### src/rtl/bus_arb_pkg.sv
// bus_arb_pkg: shared types and constants for the bus arbiter.
//   arb_state_t      - arbiter FSM state (IDLE / GRANT / RELEASE)
//   DEFAULT_NUM_REQ  - default number of requesting masters
//   DEFAULT_MAX_HOLD - default grant cycles before preemption is requested
//   id_width()       - width of the owner index for a given master count
package bus_arb_pkg;

  localparam int DEFAULT_NUM_REQ  = 2;
  localparam int DEFAULT_MAX_HOLD = 16;

  typedef enum logic [1:0] {
    IDLE    = 2'd0,
    GRANT   = 2'd1,
    RELEASE = 2'd2
  } arb_state_t;

  function automatic int id_width(input int num_req);
    return (num_req > 1) ? $clog2(num_req) : 1;
  endfunction

endpackage

### src/rtl/bus_arbiter_rr_picker.sv
// rr_picker: combinational round-robin selector.
//   i_req    [NUM_REQ] - request vector
//   i_ptr    [IW]      - index of the previous winner; search starts at i_ptr+1
//   o_winner [IW]      - first requesting index at or after i_ptr+1, wrapping
//   o_valid            - at least one request is present
module rr_picker
  import bus_arb_pkg::*;
#(
  parameter int NUM_REQ = DEFAULT_NUM_REQ,
  parameter int IW      = id_width(NUM_REQ)
) (
  input  logic [NUM_REQ-1:0] i_req,
  input  logic [IW-1:0]      i_ptr,
  output logic [IW-1:0]      o_winner,
  output logic               o_valid
);

  logic [2*NUM_REQ-1:0] w_dbl;
  logic [NUM_REQ-1:0]   w_rot;
  int                   w_base;
  int                   w_sel;

  // Doubling the vector lets a plain shift rotate it so that bit 0 is the
  // first candidate after the pointer.
  assign w_dbl = {i_req, i_req};

  always_comb begin
    w_base   = int'(i_ptr) + 1;
    w_rot    = NUM_REQ'(w_dbl >> w_base);
    w_sel    = 0;
    for (int j = NUM_REQ - 1; j >= 0; j--) begin
      if (w_rot[j]) w_sel = j;
    end
    o_valid  = |i_req;
    o_winner = IW'((w_base + w_sel) % NUM_REQ);
  end

endmodule

### src/rtl/bus_arbiter.sv
// bus_arbiter: round-robin owner selection for the shared memory bus.
//   clk      - clock, rising edge
//   rst      - synchronous active-high reset
//   req      - level request per master
//   frame    - current owner has a transfer in progress
//   gnt      - registered one-hot grant, zero when no owner
//   gnt_id   - index of the current (or last) owner
//   bus_busy - high in GRANT and RELEASE
//   preempt  - owner is asked to finish (timeout build only)
// Build option: define BUS_ARB_TIMEOUT_EN to add the hold-timeout counter
// that raises preempt after MAX_HOLD grant cycles while others wait.
//
// state   | meaning
// IDLE    | no owner, arbitrate among requests
// GRANT   | owner holds the bus until req and frame are both low
// RELEASE | one dead turnaround cycle, no grant
module bus_arbiter
  import bus_arb_pkg::*;
#(
  parameter  int NUM_REQ  = DEFAULT_NUM_REQ,
  parameter  int MAX_HOLD = DEFAULT_MAX_HOLD,
  localparam int IW       = id_width(NUM_REQ)
) (
  input  logic               clk,
  input  logic               rst,
  input  logic [NUM_REQ-1:0] req,
  input  logic               frame,
  output logic [NUM_REQ-1:0] gnt,
  output logic [IW-1:0]      gnt_id,
  output logic               bus_busy,
  output logic               preempt
);

  if (NUM_REQ < 2 || NUM_REQ > 8 || MAX_HOLD < 1) begin : g_param_check
    $error("bus_arbiter: illegal NUM_REQ or MAX_HOLD");
  end

  arb_state_t         r_state, w_state_nxt;
  logic [NUM_REQ-1:0] r_gnt, w_gnt_nxt;
  logic [IW-1:0]      r_gnt_id, w_gnt_id_nxt;
  logic [IW-1:0]      r_last_owner, w_last_nxt;
  logic [IW-1:0]      w_winner;
  logic               w_valid;
  logic               w_owner_req;
  logic               w_release;

  rr_picker #(.NUM_REQ(NUM_REQ), .IW(IW)) u_picker (
    .i_req    (req),
    .i_ptr    (r_last_owner),
    .o_winner (w_winner),
    .o_valid  (w_valid)
  );

  assign w_owner_req = |(req & r_gnt);
  assign w_release   = (r_state == GRANT) && !w_owner_req && !frame;

  always_ff @(posedge clk) begin
    if (rst) begin
      r_state      <= IDLE;
      r_gnt        <= '0;
      r_gnt_id     <= '0;
      r_last_owner <= IW'(NUM_REQ - 1);
    end else begin
      r_state      <= w_state_nxt;
      r_gnt        <= w_gnt_nxt;
      r_gnt_id     <= w_gnt_id_nxt;
      r_last_owner <= w_last_nxt;
    end
  end

  always_comb begin
    w_state_nxt  = r_state;
    w_gnt_nxt    = r_gnt;
    w_gnt_id_nxt = r_gnt_id;
    w_last_nxt   = r_last_owner;
    case (r_state)
      IDLE: begin
        if (w_valid) begin
          w_gnt_nxt    = {{(NUM_REQ-1){1'b0}}, 1'b1} << w_winner;
          w_gnt_id_nxt = w_winner;
          w_last_nxt   = w_winner;
          w_state_nxt  = GRANT;
        end
      end
      GRANT: begin
        // Other masters' requests are deliberately ignored here.
        if (w_release) begin
          w_gnt_nxt   = '0;
          w_state_nxt = RELEASE;
        end
      end
      RELEASE: w_state_nxt = IDLE;
      default: begin
        w_gnt_nxt   = '0;
        w_state_nxt = IDLE;
      end
    endcase
  end

  assign gnt      = r_gnt;
  assign gnt_id   = r_gnt_id;
  assign bus_busy = (r_state != IDLE);

`ifdef BUS_ARB_TIMEOUT_EN
  localparam int HW = $clog2(MAX_HOLD + 1);

  logic [HW-1:0] r_hold;
  logic          r_preempt;
  logic          w_other_req;

  assign w_other_req = |(req & ~r_gnt);

  always_ff @(posedge clk) begin
    if (rst) begin
      r_hold    <= '0;
      r_preempt <= 1'b0;
    end else begin
      case (r_state)
        GRANT: begin
          if (r_hold != HW'(MAX_HOLD)) r_hold <= r_hold + HW'(1);
          // preempt is only a request; the FSM still waits for frame low.
          if (w_release) r_preempt <= 1'b0;
          else if (r_hold == HW'(MAX_HOLD) && w_other_req) r_preempt <= 1'b1;
        end
        RELEASE: r_hold <= '0;
        default: ;
      endcase
    end
  end

  assign preempt = r_preempt;
`else
  assign preempt = 1'b0;
`endif

endmodule

### config.mk
export PLATFORM = sky130hd
export DESIGN_NAME = bus_arbiter
export DESIGN_NICKNAME = d
export VERILOG_FILES = /design/src/rtl/bus_arb_pkg.sv /design/src/rtl/bus_arbiter_rr_picker.sv /design/src/rtl/bus_arbiter.sv
export SDC_FILE = /design/constraint.sdc
export NUM_CORES = 1
export LEC_CHECK = 0
export BUFFER_PORTS_ARGS = -buffer_cell sky130_fd_sc_hd__buf_4
export CAP_MARGIN = 25
export CORE_AREA = 5 5 42 44
export CTS_CLUSTER_SIZE = 28
export DETAILED_ROUTE_END_ITERATION = 12
export DIE_AREA = 0 0 47 49
export MAX_ROUTING_LAYER = met4
export PLACE_DENSITY = 0.47
export SETUP_SLACK_MARGIN = 0.2
export SLEW_MARGIN = 10
export SYNTH_ARGS = -nofsm -noshare
export SYNTH_HDL_FRONTEND = slang
export SYNTH_HIERARCHICAL = 1
export SYNTH_SLANG_ARGS = --single-unit
export TNS_END_PERCENT = 1
### constraint.sdc
create_clock -name clk -period 1.83 [get_ports clk]
set_clock_uncertainty 0.1 [all_clocks]
set_input_delay 0.183 -clock clk [delete_from_list [all_inputs] [get_ports clk]]
set_output_delay 0.183 -clock clk [all_outputs]
set_load 0.005 [all_outputs]
# After elaboration in Yosys (flattened, before gate mapping)

Index checks and enable logic that the tools add are counted.

Input port bits: 5
Flip-flop bits (word level): 6
Output and inout bits: 5
Word-level logic and storage cells: 33

Reductions and logical operators: 11
Mux-type cells: 8
Equality and inequality tests: 4
$add $sub $neg: 2
Bitwise operators: 2
Shift-type cells: 2

Operator list:

| kind                                             | number |
|---|---|
| 2-to-1 mux 2 bit                                 | 4 |
| one-hot mux 2 bit (3 select lines)               | 1 |
| one-hot mux 2 bit (2 select lines)               | 1 |
| AND reduction 2 bit                              | 2 |
| OR reduction 2 bit                               | 2 |
| right shift 4 x 2 -> 2 bit                       | 1 |
| AND reduction 3 bit                              | 1 |
| adder 1 x 1 -> 2 bit (second input constant)     | 1 |
| bitwise AND 2 bit                                | 1 |
| == test 2 x 1 -> 1 bit (second input constant)   | 1 |
| == test 2 bit (second input constant)            | 1 |
| logical AND 1 bit                                | 2 |
| logical NOT 1 bit                                | 2 |
| logical NOT 2 bit                                | 1 |
| 2-to-1 mux 1 bit                                 | 2 |
| != test 2 x 1 -> 1 bit (second input constant)   | 1 |
| != test 2 bit (second input constant)            | 1 |
| nonzero test 2 bit                               | 1 |
| left shift 1 x 1 -> 2 bit (first input constant) | 1 |
| adder 1 bit                                      | 1 |
| NOT 1 bit                                        | 1 |

# Depth between registers and ports, before layout

Depth in word-level cells: 8
Depth in mapped cells: 4

# By module

Netlist, hierarchy kept.

By module, submodules not included:

| module      | area an instance (um^2) | times used | seq. area each (um^2) | cells an instance |
|---|---|---|---|---|
| bus_arbiter | 277.8                   | 1          | 120.1                 | 33 |
| rr_picker   | 25.0                    | 1          | 0.0                   | 4 |

# Worst setup path before layout

Ideal clock, no wire load.

Path type: reg2reg
From: register r_last_owner
To: register r_gnt[0] (netlist: gnt[0])
Path slack: 0.537 ns
Required time: 1.656 ns
Arrival time: 1.119 ns
Buffers on the path: 0
Stages on the path, launching flop included: 5
Cells stage by stage: dfxtp_1 > inv_1 > maj3_2 > or3_1 > a31oi_1

Longest elaborated chain between the ends: 8

RTL lines:

| element                              | line                        | source |
|---|---|---|
| start: declaration                   | bus_arbiter.sv:41           | `logic [IW-1:0] r_last_owner, w_last_nxt;` |
| start signal: assignment             | bus_arbiter.sv:62           | `r_last_owner <= IW'(NUM_REQ - 1);` |
| start signal: assignment             | bus_arbiter.sv:67           | `r_last_owner <= w_last_nxt;` |
| adder 1 x 1 -> 2 bit *               | bus_arbiter_rr_picker.sv:28 | `w_base = int'(i_ptr) + 1;` |
| right shift 4 x 2 -> 2 bit           | bus_arbiter_rr_picker.sv:29 | `w_rot = NUM_REQ'(w_dbl >> w_base);` |
| 2-to-1 mux 1 bit (2 in a row)        | bus_arbiter_rr_picker.sv:32 | `if (w_rot[j]) w_sel = j;` |
| adder 1 bit *                        | bus_arbiter_rr_picker.sv:35 | `o_winner = IW'((w_base + w_sel) % NUM_REQ);` |
| named net w_winner                   | bus_arbiter.sv:42           | `logic [IW-1:0] w_winner;` |
| left shift 1 x 1 -> 2 bit *          | bus_arbiter.sv:79           | `w_gnt_nxt = {{(NUM_REQ-1){1'b0}}, 1'b1} << w_winner;` |
| 2-to-1 mux 2 bit *                   | bus_arbiter.sv:78           | `if (w_valid) begin` |
| one-hot mux 2 bit (3 select lines) * | bus_arbiter.sv:76           | `case (r_state)` |
| end signal: assignment               | bus_arbiter.sv:65           | `r_gnt <= w_gnt_nxt;` |
| end: declaration                     | bus_arbiter.sv:39           | `logic [NUM_REQ-1:0] r_gnt, w_gnt_nxt;` |

The timed path passes the listed nets; every way through them passes the cells marked *. The select of a mux whose other input is x is not followed.
A chain may end at the register's enable or synchronous reset.

# Final worst setup path

Ends and elaborated chain as after synthesis.

==> metrics.cfg <==
[drt]
drt-pass1-iter-count=2
wl_per_cell_um=11.0
drc=0
antenna_left=0
via_count=298
drt-initial-drc-count=6
drt_wl_total_um=696
vias_per_cell=4.73

[worst_setup_path]
worst_path_max_delay_cell=or3_1
crit_path_end_kind=flop
required_ns=1.91
crit_path_max_fanout=2
critical_path_arrival_ns=1.42
crit_chain=inv_1 -> maj3_2 -> or3_1 -> a31oi_1
slowest_delay_ns=0.34
crit_type=flop to flop
startpoint_type=flop

[die]
start_util=0.216
rows=14
boundaryPins=10
fp.dieH_um=49
fp.dieArea_um2=2300
core_area_um2=1400
die-width_um=47

[timing]
finalCriticalPeriod_ns=1.34
finalCritPeriodShare=0.731
setup-tns-final_ns=0
hold_viol=0
fmax_ghz=0.747
timing.hold.ws_ns=0.0442
rsz0062_at_grt=false
drv_slew=0
fin_ws_ns=0.492
setup_viol_count_final=0

[grt]
grt_usage=0.0708
antenna_found_initial=0
grt_max_degree=9
grt_pass1_wl_um=1000
gr-total-overflow=0
grt_pass1_vias=232

[power]
power.leakage_nw=0.188
pwr-share-clk=0.365
power.density_nw_per_um2=875
p_sw_frac=0.270
share_seq_of_total_power=0.448
vdd_ir_drop_max_v=0.000306
switchingPower_uw=93.9
p_int_uw=254
power_frac_comb=0.188

[yosys]
syn-num-nets=42
synth_cells=37
avgSynthCellArea_um2=8.18
seq_area_frac_synth=0.397
synth.distinct_cells=19
synth-seq-cells=6
yosys_warnings=6
netlist_area_um2=303

[run_status]
status=completed

[cts]
insertion_delay_ns=0.25
cts-root-buf=clkbuf_4
ctsResizeCount=0
postCtsHoldBufs=0
clkTransAtPathRegs_ns=0.05
htree_levels=1
clock_sinks=6
cts_buffers=3
post_cts_buffers=0
cts_buffer_depth=2
cts_tree=done

[min_path]
min_path_type=primary input to flop

[finish]
area_growth_pct=31.4
final_util=0.284
mostFrequentLayoutCells=8 x buf_4, 6 x dfxtp_1, 4 x nand3_1
layout-drive-gt1-share=0.255
layout_commonest_cell=buf_4
nets=54
final_area_um2=398
num_antenna_cells=0

[flow_run]
max_cap_viol_count=0

[placement]
io_buffer_count=8
dpl_cell_area_um2=375
dp.final_hpwl_um=505
preCtsSetupSlack_ns=0.493
gp_congestion=0.730

layout make-up:
class	instances	area [um^2]
flip-flops and latches	6	120
repair buffers	8	60.1
multi-input cells	27	164
fillers	159	1000
inverters	3	11.3
well taps	16	20.0
clock buffers	3	22.5
cells in the mapped netlist, drive strengths merged:
cell type  instances  area share
and2b              1       0.025
a21oi              3       0.050
dfxtp              6        0.40
nand2b             1       0.021
o211a              1       0.033
conb               1       0.012
or3                1       0.021
nand3b             2       0.050
inv                3       0.037
or2                1       0.021
maj3               1       0.037
nor3               1       0.017
a31oi              2       0.041
nand3              4       0.066
or3b               1       0.029
nand2              3       0.037
buf                1       0.025
nor2               2       0.025
a211o              2       0.058
metrics by stage:
step	instances	power, mW
floorplan	37	0.193
finish	63	0.348
global placement	60	0.225
CTS	63	0.355
global route	63	0.371
detailed placement	60	0.224
flip-flops by register name, summed over array words and instances, names as in the netlist:
name	flops
gnt	2
r_last_owner	1
gnt_id	1
r_state	2
metal layers:
| layer | track usage | wire [um] |
|---|---|---|
| met2 | 0.0724 | 283 |
| met5 | - | 0 |
| met4 | 0.0968 | 43 |
| met3 | 0.0369 | 52 |
| met1 | 0.0771 | 317 |
critical path: cells and delay by family, from the launching register on:
kind            cells  cell delay (ns)
flops               1             0.32
compound gates      1             0.16
fa+ha+maj           1             0.31
buf+inv             1             0.04
simple gates        1             0.34
cell families after synthesis:
group,share of synthesized area
simple gates,0.310
buf+inv,0.0620
compound gates,0.182
flops,0.397
fa+ha+maj,0.0372
other cells,0.0124
power groups by stage:
| stage | clock [mW] | sequential (mW) | combinational, mW |
|---|---|---|---|
| after floorplan | 0 | 0.156 | 0.0371 |
| after detailed placement | 0 | 0.158 | 0.0660 |
| final | 0.127 | 0.156 | 0.0653 |
| after CTS | 0.133 | 0.156 | 0.0662 |
| after global placement | 0 | 0.159 | 0.0666 |
| after global routing | 0.141 | 0.158 | 0.0725 |
final timing paths:
| kind | startpoint | endpoint | slack, ns | depth (start not counted) |
|---|---|---|---|---|
| worst max-delay path | r_last_owner | gnt[0] | 0.49 | 4 |
| worst min register to register | gnt_id | gnt_id | 0.35 | 2 |
| worst min-delay path | rst | gnt[0] | 0.04 | 2 |
| worst max register to register | r_last_owner | gnt[0] | 0.49 | 4 |
(Power assumes the default switching activity.)
